[src/rtl/triangle_sequencer.sv]
// rtl/triangle_sequencer.sv - APU triangle channel period timer, 32-step sequencer and period register writes
module triangle_sequencer #(
    parameter int PERIOD_WIDTH = 11,
    parameter int MIN_PERIOD   = 2
) (
    input  logic       clk,
    input  logic       reset,
    input  logic [7:0] dataIn,
    input  logic       writeTimerLow,
    input  logic       writeTimerHigh,
    input  logic [6:0] linearCounterOut,
    input  logic [7:0] lengthCounterOut,
    output logic       setHaltFlag,
    output logic [3:0] sampleOut,
    output logic       stepTick
);

    logic [PERIOD_WIDTH-1:0] period;
    logic [PERIOD_WIDTH-1:0] timer;
    logic [4:0]              step;
    logic                    gate;
    logic                    timerZero;
    logic                    unusedData;

    // Only the low bits of the high write land in the period register.
    assign unusedData = ^dataIn[7:PERIOD_WIDTH-8];

    // Gate uses the registered period, so a write this cycle cannot open or close it.
    assign gate = (linearCounterOut != 7'd0) && (lengthCounterOut != 8'd0) &&
                  (period >= PERIOD_WIDTH'(MIN_PERIOD));
    assign timerZero = (timer == '0);

    always_ff @(posedge clk or posedge reset) begin
        if (reset) begin
            period      <= '0;
            timer       <= '0;
            step        <= 5'd0;
            setHaltFlag <= 1'b0;
            stepTick    <= 1'b0;
        end else begin
            if (writeTimerLow) begin
                period[7:0] <= dataIn;
            end
            if (writeTimerHigh) begin
                period[PERIOD_WIDTH-1:8] <= dataIn[PERIOD_WIDTH-9:0];
            end
            // Reload samples the old period; writes never disturb timer or step phase.
            if (timerZero) begin
                timer <= period;
                if (gate) begin
                    step <= step + 5'd1;
                end
            end else begin
                timer <= timer - 1'b1;
            end
            stepTick    <= timerZero && gate;
            setHaltFlag <= writeTimerHigh;
        end
    end

    // First half ramps 15..0, second half ramps 0..15.
    always_comb begin
        sampleOut = step[4] ? step[3:0] : ~step[3:0];
    end

endmodule
[config.mk]
export PLATFORM = sky130hd
export DESIGN_NAME = triangle_sequencer
export DESIGN_NICKNAME = d
export VERILOG_FILES = /design/src/rtl/triangle_sequencer.sv
export SDC_FILE = /design/constraint.sdc
export NUM_CORES = 1
export LEC_CHECK = 0
export CAP_MARGIN = 20
export CORE_MARGIN = 8
export CORE_UTILIZATION = 52
export CTS_CLUSTER_DIAMETER = 60
export DETAILED_ROUTE_END_ITERATION = 16
export PLACE_DENSITY = 0.81
export SLEW_MARGIN = 20
export SYNTH_ARGS = -nofsm -noshare
export SYNTH_HDL_FRONTEND = slang
export SYNTH_SLANG_ARGS = --single-unit
[constraint.sdc]
create_clock -name clk -period 6.45 [get_ports clk]
set_clock_uncertainty 0.2 [all_clocks]
set_input_delay 1.6125 -clock clk [delete_from_list [all_inputs] [get_ports clk]]
set_output_delay 1.6125 -clock clk [all_outputs]
set_load 0.02 [all_outputs]
==> results.json, run 1 <==
{
  "grt_pass1_wl_mm": 4.56,
  "cts_resized": 0,
  "p_sw_mw": 0.224,
  "avgSynthCellArea_um2": 12.1,
  "setup_viol": 0,
  "postCtsHoldBufs": 0,
  "nets": 182,
  "diodes": 0,
  "core_um2": 2660,
  "globalplace.congestion": 0.776,
  "dieArea_um2": 4650,
  "placed_cells": 177,
  "synth_top_area_cell": "dfrtp_1",
  "synth_common_cells": "dfrtp_1 (29), nor2_1 (14), mux2_2 (11)",
  "rsz0062_at_grt": "false",
  "cts_setup_buffers": 0,
  "seqCellArea_um2": 726,
  "drt_iter0_drc": 20,
  "netlist_area_um2": 1420,
  "cts_root_buffer": "clkbuf_4",
  "pwr-share-comb_pct": 35.6,
  "p_leak_nw": 0.709,
  "drive_gt1_share_pct": 15.6,
  "required_ns": 4.64,
  "clk_latency_ns": 0.33,
  "synthTopCellsByArea": "dfrtp_1 (51%), mux2_2 (8.8%), xnor2_1 (5.6%)",
  "cts_sinks": 29,
  "status": "complete, no violations",
  "vias": 1018,
  "period_share_pct": 52.8,
  "powerDensity_nw_per_um2": 346,
  "portBuffers": 32,
  "floorplan.rows": 19,
  "cts_made_buffers": 5,
  "arrival_ns": 1.59,
  "wl_per_cell_um": 15.3,
  "tritoncts": "built",
  "synth_top_cell_area_share_pct": 51.3,
  "yosys_warnings": 0,
  "path_class": "reg -> out",
  "swShare_pct": 35.7,
  "hpwlAfterDp_mm": 2.21,
  "drcViolationCount": 0,
  "die_x_um": 68.2,
  "fmax_mhz": 294,
  "ir_drop_v": 0.000245,
  "yosys_register_bits": 29,
  "hold_viol_final": 0,
  "seq_power_share_pct": 48.2,
  "fillers": 213,
  "drv_slew": 0,
  "synth_cell_types": 30,
  "viasPerCell": 5.50,
  "die_y_um": 68.2,
  "grt_max_degree": 30,
  "clockBufferDepth": 2,
  "hold_ws_ns": 0.296,
  "gr-total-overflow": 0,
  "clk_pin_slew_worst_paths_ns": 0.08,
  "multiInputGateArea_um2": 667,
  "synth_fp_nets": 146,
  "synth-seq-area-share_pct": 51.3,
  "period_needed_ns": 3.41,
  "cp-start-kind": "register",
  "area_delta_synth_final_pct": 28.0,
  "fin_cells": 185,
  "routed_wl_mm": 2.83,
  "yosysMostFrequentCell": "dfrtp_1",
  "maxCapViolCount": 0,
  "power_mw": 0.627,
  "grt_pass1_vias": 1050,
  "firstDrtPassIters": 4,
  "final_antenna_net_count": 0,
  "synthArstFlopShare_pct": 100,
  "setup_tns_ns": 0,
  "initial_core_util_pct": 53.1,
  "synth_cells": 117,
  "ios": 33,
  "synth_edf_count": 0,
  "antenna_found_initial": 0,
  "htree_levels": 2,
  "worstPathMaxFanout": 5,
  "maxSlewHeadroom_pct": 60.8,
  "grt_usage_pct": 13.1,
  "tightest_slew_ns": 0.586,
  "power_frac_clock_pct": 16.2,
  "intPower_mw": 0.403,
  "setup.worst_path.end_class": "primary output",
  "hold_path_class": "reg -> reg",
  "synth-main-ff-cell": "dfrtp_1"
}
-- logic make-up (layout without fill, tap and decap cells) --
group,count (synthesis),count (layout),share of synthesized area [%]
compound gates,11,11,4.77
xor+xnor,13,13,8.05
simple gates,44,44,22.7
buf+inv,6,43,1.59
flops,29,29,51.3
mux,12,12,9.81
fa+ha+maj,2,2,1.77
-- final timing paths --
path,from,to,slack [ns],depth (start not counted)
max in group asynchronous,reset,timer[2],4.19,2
min in group asynchronous,reset,timer[1],1.47,2
worst max register to register,timer[0],step[1],3.95,6
worst max-delay path,step[4],sampleOut[2],3.04,2
worst min register to register,timer[0],timer[0],0.30,1
worst min-delay path,timer[0],timer[0],0.30,1
-- layer usage --
layer  routed length, um  global-route usage, %  share of wire (%)
met5                   0                      0                  0
met4                  49                   6.14                1.7
met3                 295                   5.89                 10
met2                1280                   22.7                 45
met1                1200                   13.3                 42
-- power groups by stage --
stage / registers (mW) / logic (mW) / clock network (mW)
6_report: 0.302 / 0.223 / 0.102
5_1_grt: 0.310 / 0.244 / 0.115
4_1_cts: 0.302 / 0.227 / 0.105
3_5_place_dp: 0.305 / 0.225 / 0
3_3_place_gp: 0.301 / 0.216 / 0
2_1_floorplan: 0.289 / 0.161 / 0
-- layout by cell type (no fill, tap or decap) --
master / Yosys / final
nor2_1: 14 / 14
clkbuf_1: 3 / 3
nand2_1: 2 / 2
nand4_1: 3 / 3
a21oi_1: 5 / 5
and3_1: 2 / 2
a21boi_0: 1 / 1
inv_2: 0 / 1
dfrtp_1: 29 / 29
a31oi_1: 1 / 1
nor4_1: 4 / 4
ha_1: 2 / 2
nand2b_1: 1 / 1
nor4_4: 3 / 3
mux2_4: 1 / 1
nor2b_1: 1 / 1
or4_1: 6 / 6
mux2_2: 11 / 11
o21ai_0: 1 / 1
a21o_1: 1 / 1
xor2_1: 4 / 4
nor3b_1: 1 / 1
inv_1: 3 / 2
nor4_2: 1 / 1
nand3_4: 1 / 1
o31ai_1: 1 / 1
clkdlybuf4s50_1: 0 / 32
nor4b_4: 1 / 1
nand3b_1: 1 / 1
nor3_1: 3 / 3
clkbuf_4: 0 / 5
xnor2_1: 9 / 9
o22a_1: 1 / 1
-- cell type report --
type                            instances  area share, %
Tap cell                               31           2.14
Clock buffer                            8           2.69
Multi-Input combinational cell         82           36.8
Sequential cell                        29           40.1
Inverter                                3          0.622
Timing Repair Buffer                   32           17.7
-- stage by stage --
stage          setup WS (ns)  area [um2]  util [%]
6_report                3.04        1810      68.0
5_1_grt                 2.95        1810      68.0
4_1_cts                 3.00        1810      68.0
3_5_place_dp            2.73        1760      66.2
3_3_place_gp            2.77        1760      66.2
2_1_floorplan           3.24        1420         -
-- state kept, by name (all words and copies together) (netlist names) --
signal	flops
period	11
setHaltFlag	1
step	5
stepTick	1
timer	11
-- critical path, cell delays in order (launching register included) --
cell and delay, ns:
dfrtp_1 0.46, xnor2_1 0.18, clkdlybuf4s50_1 0.63
No activity file was read; power rests on OpenSTA's default activity.
==> run 2, diff against run 1 <==
Settings changed: CORE_UTILIZATION 52 to 44, PLACE_DENSITY 0.81 to 0.73.
Clock period 6.45 ns to 3.1 ns, I/O delays scaled along.
==> run 2 against run 1 <==
Effect of this change: die area is 14% higher; first-iteration DRC count is 130% higher; utilization is 7.5 points lower; critical path type is now in -> reg; highest routed layer unchanged.
==> results.json, run 2 (synthesis gave the netlist of run 1 again) <==
{
  "rrSetupSlack_ns": 0.71,
  "fillers": 277,
  "powerDensity_nw_per_um2": 717,
  "grt_usage_pct": 12.9,
  "use_met3_pct": 5.91,
  "fin_cells": 199,
  "min_from": "timer[0]",
  "maxCapViolCount": 0,
  "rsz0062_at_grt": "false",
  "postCtsHoldBufs": 0,
  "post-route-util_pct": 60.6,
  "clockBufferDepth": 2,
  "drv_slew": 0,
  "required_ns": 3.10,
  "final_common_cell": "clkdlybuf4s50_1",
  "diodes": 0,
  "hold_path_class": "reg -> reg",
  "drcViolationCount": 0,
  "reg2regPathDepth": 7,
  "setup_viol": 0,
  "initial_core_util_pct": 46.4,
  "dieArea_um2": 5290,
  "pre_cts_ws_ns": 0.178,
  "grt_pass1_wl_mm": 5.27,
  "fin_ws_ns": 0.511,
  "regToRegStartpoint": "timer[0]",
  "drt_iter0_drc": 45,
  "cts_setup_buffers": 0,
  "gr-usage-met2_pct": 20.2,
  "firstDrtPassIters": 4,
  "die_x_um": 72.7,
  "worstPathMaxFanout": 4,
  "slowest_stage": "or4_1",
  "hold_ws_ns": 0.307,
  "multiInputGateArea_um2": 667,
  "globalplace.congestion": 0.732,
  "cts_made_buffers": 5,
  "min_to": "timer[0]",
  "die_y_um": 72.7,
  "area_delta_synth_final_pct": 30.7,
  "status": "complete, no violations",
  "path_cells": "clkdlybuf4s50_1 > or4_1 > nor4_2 > nor4_4 > mux2_4",
  "wl_per_cell_um": 15.0,
  "arrival_ns": 2.59,
  "antenna_found_initial": 0,
  "tightest_slew_ns": 0.571,
  "p_leak_nw": 0.725,
  "core_um2": 3050,
  "fmax_mhz": 386,
  "slowest_delay_ns": 0.53,
  "portBuffers": 32,
  "period_needed_ns": 2.59,
  "clk_latency_ns": 0.32,
  "ios": 33,
  "grt_pass1_vias": 1158,
  "cts_sinks": 29,
  "nets": 184,
  "seqCellArea_um2": 726,
  "final_cell_mix": "clkdlybuf4s50_1 (32), dfrtp_1 (29), nor2_1 (14)",
  "hold_viol_final": 0,
  "htree_levels": 2,
  "path_class": "in -> reg",
  "gr-max-usage-layer": "met2",
  "clk_pin_slew_worst_paths_ns": 0.08,
  "gr-total-overflow": 0,
  "min_path_cells": 1,
  "largestRegisters": "period x11, timer x11, step x5",
  "cts_resized": 0,
  "reg2reg_to": "step[1]",
  "final_antenna_net_count": 0,
  "hpwlAfterDp_mm": 2.22,
  "ir_drop_v": 0.000322,
  "routed_wl_mm": 2.98,
  "floorplan.rows": 20,
  "setup_tns_ns": 0,
  "use_met1_pct": 14.4,
  "period_share_pct": 83.5,
  "cp-start-kind": "input pin",
  "setup.worst_path.end_class": "register",
  "cts_root_buffer": "clkbuf_4",
  "viasPerCell": 5.27,
  "grt_max_degree": 30,
  "maxSlewHeadroom_pct": 61.6,
  "placed_cells": 192,
  "tritoncts": "built",
  "vias": 1049,
  "drive_gt1_share_pct": 16.8
}
==> run 2: metrics by stage <==
step / area [um2] / total power [mW]
3_3_place_gp: 1790 / 1.08
4_1_cts: 1850 / 1.34
2_1_floorplan: 1420 / 0.936
3_5_place_dp: 1790 / 1.11
6_report: 1850 / 1.33
5_1_grt: 1850 / 1.43
==> run 2: metal layers <==
| metal | wire (um) | vias to the layer above |
|---|---|---|
| met4 | 42 | 0 |
| li1 | - | 499 |
| met2 | 1400 | 37 |
| met1 | 1310 | 509 |
| met5 | 0 | - |
| met3 | 227 | 4 |
==> run 2: layout make-up <==
type / instances / area share (%)
timing repair buffer: 34 / 18.1
multi-input combinational: 82 / 36.1
clock buffer: 7 / 2.98
tap: 44 / 2.98
inverter: 3 / 0.609
sequential: 29 / 39.2
==> run 2: report_power, final <==
part           switching (mW)  internal [mW]  total, mW
combinational           0.204          0.268      0.471
sequential              0.146          0.486      0.632
clock                   0.116          0.107      0.223
total                   0.466          0.861       1.33
==> run 2: worst max path at each step <==
stage                        end                start  slack [ns]  cells past startpoint
finish                   step[1]  linearCounterOut[2]        0.51                      5
CTS                 sampleOut[2]              step[4]        0.52                      2
detailed placement       step[1]  linearCounterOut[2]        0.18                      5
floorplan                step[1]  linearCounterOut[2]        0.73                      4
global route        sampleOut[2]              step[4]        0.42                      2
global placement         step[1]  linearCounterOut[2]        0.27                      5
==> run 2: worst max-delay path, delay by kind of cell <==
kind | cells | cell delay, ns
mux | 1 | 0.32
simple gates | 3 | 1.08
buf+inv | 1 | 0.40
